<file path="src/rtl/stream_arb_pkg.sv">
// Shared types and helpers for stream_rr_arbiter.
//   arb_state_t : arbitration state (IDLE / HOLD / LOCKED)
//   rr_next     : wrapping increment of a requester index
package stream_arb_pkg;

  typedef enum logic [1:0] {
    IDLE   = 2'd0,  // free: grant is picked combinationally each cycle
    HOLD   = 2'd1,  // a stalled beat is pending; grant frozen until it moves
    LOCKED = 2'd2   // mid-packet; grant frozen until the in_last beat moves
  } arb_state_t;

  function automatic int unsigned rr_next(input int unsigned idx, input int unsigned n);
    return (idx + 1 >= n) ? 0 : idx + 1;
  endfunction

endpackage

</file>
<file path="src/rtl/rr_priority_pick.sv">
// Combinational round-robin pick: first set bit of req, searching upward
// from ptr and wrapping past NUM_INPUTS-1 back to 0.
//   req   : request vector
//   ptr   : search start position
//   found : any request set
//   index : winning position (ptr when nothing is found)
module rr_priority_pick #(
  parameter int NUM_INPUTS = 4,
  parameter int ID_WIDTH   = $clog2(NUM_INPUTS)
) (
  input  logic [NUM_INPUTS-1:0] req,
  input  logic [ID_WIDTH-1:0]   ptr,
  output logic                  found,
  output logic [ID_WIDTH-1:0]   index
);

  logic [2*NUM_INPUTS-1:0] req_dbl;
  logic [2*NUM_INPUTS-1:0] req_rot;

  // Doubling the vector turns the cyclic search into a linear one:
  // req_rot[k] == req[(ptr + k) mod NUM_INPUTS] for k < NUM_INPUTS.
  assign req_dbl = {req, req};
  assign req_rot = req_dbl >> ptr;

  always_comb begin
    found = 1'b0;
    index = ptr;
    // Descending scan so the lowest offset is the last (winning) write.
    for (int k = NUM_INPUTS - 1; k >= 0; k--) begin
      if (req_rot[k]) begin
        found = 1'b1;
        index = ID_WIDTH'((int'(ptr) + k) % NUM_INPUTS);
      end
    end
  end

endmodule

</file>
<file path="src/rtl/stream_rr_arbiter.sv">
// Round-robin arbiter sharing one valid/ready sink between NUM_INPUTS
// requesters. Output path is combinational from the granted input; only the
// arbitration state, held grant and priority pointer are registered.
// Optional packet lock (grant held until the in_last beat) is built when
// STREAM_ARB_PACKET_LOCK_EN is defined; otherwise arbitration is per beat.
//   clock, reset          : clock, synchronous active-high reset
//   in_valid/in_data/in_last/in_ready : requester streams (data packed by index)
//   out_valid/out_data/out_last/out_id/out_ready : shared sink stream
module stream_rr_arbiter
  import stream_arb_pkg::*;
#(
  parameter int NUM_INPUTS = 4,
  parameter int DATA_WIDTH = 16,
  parameter int ID_WIDTH   = $clog2(NUM_INPUTS)
) (
  input  logic                             clock,
  input  logic                             reset,
  input  logic [NUM_INPUTS-1:0]            in_valid,
  input  logic [NUM_INPUTS*DATA_WIDTH-1:0] in_data,
  input  logic [NUM_INPUTS-1:0]            in_last,
  output logic [NUM_INPUTS-1:0]            in_ready,
  output logic                             out_valid,
  output logic [DATA_WIDTH-1:0]            out_data,
  output logic                             out_last,
  output logic [ID_WIDTH-1:0]              out_id,
  input  logic                             out_ready
);

  arb_state_t                          state_q, state_d;
  logic [ID_WIDTH-1:0]                 grant_id_q, grant_id_d;
  logic [ID_WIDTH-1:0]                 rr_ptr_q, rr_ptr_d;
  logic                                pick_found;
  logic [ID_WIDTH-1:0]                 pick_idx;
  logic [ID_WIDTH-1:0]                 grant;
  logic [NUM_INPUTS-1:0][DATA_WIDTH-1:0] data_arr;
  logic                                xfer;
  logic                                lock_next;

  assign data_arr = in_data;

  rr_priority_pick #(
    .NUM_INPUTS (NUM_INPUTS),
    .ID_WIDTH   (ID_WIDTH)
  ) u_pick (
    .req   (in_valid),
    .ptr   (rr_ptr_q),
    .found (pick_found),
    .index (pick_idx)
  );

  // Grant mux and ready decode.
  always_comb begin
    grant     = (state_q == IDLE) ? pick_idx : grant_id_q;
    out_valid = !reset && in_valid[grant];
    out_data  = data_arr[grant];
    out_last  = in_last[grant];
    out_id    = reset ? '0 : grant;
    in_ready  = '0;
    // Idle with nobody requesting: grant only names rr_ptr, nobody is ready.
    if (!reset && !(state_q == IDLE && !pick_found))
      in_ready[grant] = out_ready;
    xfer = out_valid && out_ready;
  end

`ifdef STREAM_ARB_PACKET_LOCK_EN
  assign lock_next = !out_last;
`else
  assign lock_next = 1'b0;
`endif

  // Next-state logic.
  always_comb begin
    state_d    = state_q;
    grant_id_d = grant_id_q;
    rr_ptr_d   = rr_ptr_q;
    if (xfer) begin
      rr_ptr_d = ID_WIDTH'(rr_next(32'(grant), NUM_INPUTS));
      if (lock_next) begin
        state_d    = LOCKED;
        grant_id_d = grant;
      end else begin
        state_d = IDLE;
      end
    end else begin
      unique case (state_q)
        IDLE: begin
          // Stalled beat: freeze the grant so it is never re-arbitrated.
          if (out_valid) begin
            state_d    = HOLD;
            grant_id_d = grant;
          end
        end
        HOLD: begin
          // Requester withdrew its pending beat; release the sink.
          if (!in_valid[grant_id_q]) state_d = IDLE;
        end
        LOCKED: ;  // gaps inside a packet keep the lock
        default: state_d = IDLE;
      endcase
    end
  end

  always_ff @(posedge clock) begin
    if (reset) begin
      state_q    <= IDLE;
      grant_id_q <= '0;
      rr_ptr_q   <= '0;
    end else begin
      state_q    <= state_d;
      grant_id_q <= grant_id_d;
      rr_ptr_q   <= rr_ptr_d;
    end
  end

endmodule
</file>
<file path="config.mk">
export PLATFORM = sky130hd
export DESIGN_NAME = stream_rr_arbiter
export DESIGN_NICKNAME = d
export VERILOG_FILES = /design/src/rtl/stream_arb_pkg.sv /design/src/rtl/rr_priority_pick.sv /design/src/rtl/stream_rr_arbiter.sv
export SDC_FILE = /design/constraint.sdc
export NUM_CORES = 1
export LEC_CHECK = 0
export ABC_CLOCK_PERIOD_IN_PS = 2980
export CAP_MARGIN = 5
export CORE_UTILIZATION = 31
export DETAILED_ROUTE_END_ITERATION = 12
export PLACE_DENSITY = 0.83
export RECOVER_POWER = 100
export SLEW_MARGIN = 20
export SYNTH_ARGS = -nofsm -noshare
export SYNTH_HDL_FRONTEND = slang
export SYNTH_SLANG_ARGS = --single-unit
</file>
<file path="constraint.sdc">
create_clock -name clock -period 2.98 [get_ports clock]
set_input_delay 0.447 -clock clock [delete_from_list [all_inputs] [get_ports clock]]
set_output_delay 0.447 -clock clock [all_outputs]
set_load 0.1 [all_outputs]
</file>
==> metrics <==
initial antenna violation count 0; worst setup margin about 150 ps; IO Pins 99; wire per inst 17.0 um; peak supply drop between 0.0003 and 0.0004 V; HP Class flip-flop to flip-flop; Ant. Diodes 0; Reg clk slew, reported paths roughly 50 ps; commonest cells in the netlist 17 x mux4_2, 10 x nor2_1, 6 x buf_2; Leak Pwr ~0.94 nW; Total Power ~1.7 mW; post-route clock period utilization 0.950; run status completed; min Tclk post-route roughly 2800 ps; multiplexer share of the synthesized area 0.413; Slew headroom 0.632; kind of critical path input pin to primary output; Sum Neg Setup Slack 0 ps; simple-gate share of the synthesized area 0.204; Core Area around 3200 um^2; largest net degree at the start of global routing 15; first-pass GRT wire length roughly 6400 um; # clock sinks 5; Max Fclk about 0.35 GHz; Synth Net Count around 190; Yosys top cell by area mux4_2; Placement Setup Slack -94.9 ps; Cell Area, Synth approximately 1100 um^2; GR Layer Usage met2 0.480; Final nets 296; CTS Buf Count 3; DRT antenna net count 0; most used routing layer met2; sequential fraction of the synthesis area 0.0943; Synth Instances between 100 and 150; RSZ-0062 raised after global routing no; die width ~61 um; Netlist cell types 34; final setup fails 0; Vias/cell approximately 5.2; non-filler cells, final 259; CTS H-tree lvls 1; met1 GRT Util 0.250; Worst-Margin Slew about 550 ps; syn avg cell area 10.0 um^2; Pwr Density about 740 nW/um^2; CTS max path bufs 2; share of async-settable or async-resettable flops after synthesis 0; Yosys warning count 0; final WL 4400 um; row count 20; top_reg_cell synth dfxtp_1; post-cts hold buffer count 0; Worst EP arrival 2380 ps; clk_skew approximately 4.6 ps; Required @ worst endpoint roughly 2500 ps; Post-Synth XOR/XNOR Area 0; top cells by area, synth mux4_2 36%, dfxtp_1 9.4%, ha_1 5.9%; Initial Util 0.337; Inst Count DP approximately 250; DIE AREA between 3000 and 4000 um^2; max-cap viol count 0; Synth top area share 0.361; GP Congestion roughly 0.77; PortBufs ~100; clock root buffer clkbuf_4; number of synthesized register bits 5; area delta synth->final 116%; drt drc 0; met3 Usage GRT 0.0235; post-DP HPWL ~3600 um; Setup crit end kind primary output; vias in the first global route around 1,400; DR vias roughly 1,300; TritonCTS clock tree done; final global-route overflow total 0; combinational family with the most area after synthesis multiplexers; First DRT Iteration DRCs 31; Die H 60.5 um; first-pass iteration count of the detailed router 4; Global Route Usage Sum 0.240; clk_lat worst skew 250 ps; Max Slew Vio Count 0; Post-synth EDFFs 0; most numerous cell in the Yosys netlist mux4_2; Setup crit start kind input pin; Worst Path Max Fanout 12; final hold vios 0; adder-cell share of the synthesized area 0.0590; Compound-Gate Fraction of Synth Area 0.163; layout cells sized above 1 0.326
sequential cells by signal, indices dropped and copies added (netlist names):
name / flops
grant_id_q: 2
rr_ptr_q: 2
state_q: 1
final timing paths:
check / from / endpoint / slack (ps) / depth (start not counted)
max: in_valid[0] / out_data[12] / 150 / 9
min: grant_id_q[1] / grant_id_q[1] / 480 / 2
max reg2reg: rr_ptr_q[1] / rr_ptr_q[1] / 570 / 9
min reg2reg: grant_id_q[1] / grant_id_q[1] / 480 / 2
kinds of logic after synthesis:
group                    count (synthesis)
AND/OR/NAND/NOR                         38
adder cells (fa/ha/maj)                  5
multiplexers                            22
AO/OA/AOI/OAI                           22
flip-flops                               5
buffers and inverters                   14
per-stage QoR:
step	utilization	instance area [um^2]	hold slack, ps
after floorplan	-	1070	449
after global placement	0.763	2410	464
after detailed placement	0.763	2410	468
after CTS	0.788	2490	476
after global routing	0.727	2290	509
final	0.727	2290	483
cells in the final DEF, fill, tap and decap left out, drive strengths merged, types with 5 or more instances in the layout:
cell type / count
nor2: 10
ha: 5
dfxtp: 5
clkbuf: 6
inv: 5
mux4: 17
clkdlybuf4s50: 70
buf: 37
o21ai: 5
nor2b: 5
nand2b: 5
cell type report:
| cell class | count | area (um^2) |
|---|---|---|
| inverter | 5 | 18.8 |
| sequential | 5 | 101 |
| fill | 253 | 861 |
| tap | 44 | 55.1 |
| timing repair buffer | 114 | 1190 |
| clock buffer | 4 | 26.3 |
| multi-input combinational | 87 | 902 |
critical path: stages:
cell and delay [ps]:
dlygate4sd2_1 280, buf_4 170, nor3b_1 220, o22ai_1 130, a211o_1 300, inv_1 130, buf_6 180, mux4_2 320
buf_6 200
what timing repair did:
action | in CTS | in global routing
endpoints found under the setup margin | 20 | 20
buffers inserted | 1 | 0
gates cloned | 1 | 0
gates resized for setup | 8 | 4
pin swaps | 2 | 2
metal layers:
layer / vias up / routed length, um
li1: 636 / -
met1: 632 / 1540
met2: 73 / 2440
met3: 8 / 333
met4: 0 / 85
met5: - / 0
where the power goes:
| group | internal (mW) | switching [mW] | leakage [nW] |
|---|---|---|---|
| Combinational | 0.555 | 0.957 | 0.885 |
| Clock | 0.0511 | 0.0342 | 0.0150 |
| Sequential | 0.0794 | 0.0289 | 0.0413 |
Note: power is estimated with default switching activity, not from simulation.
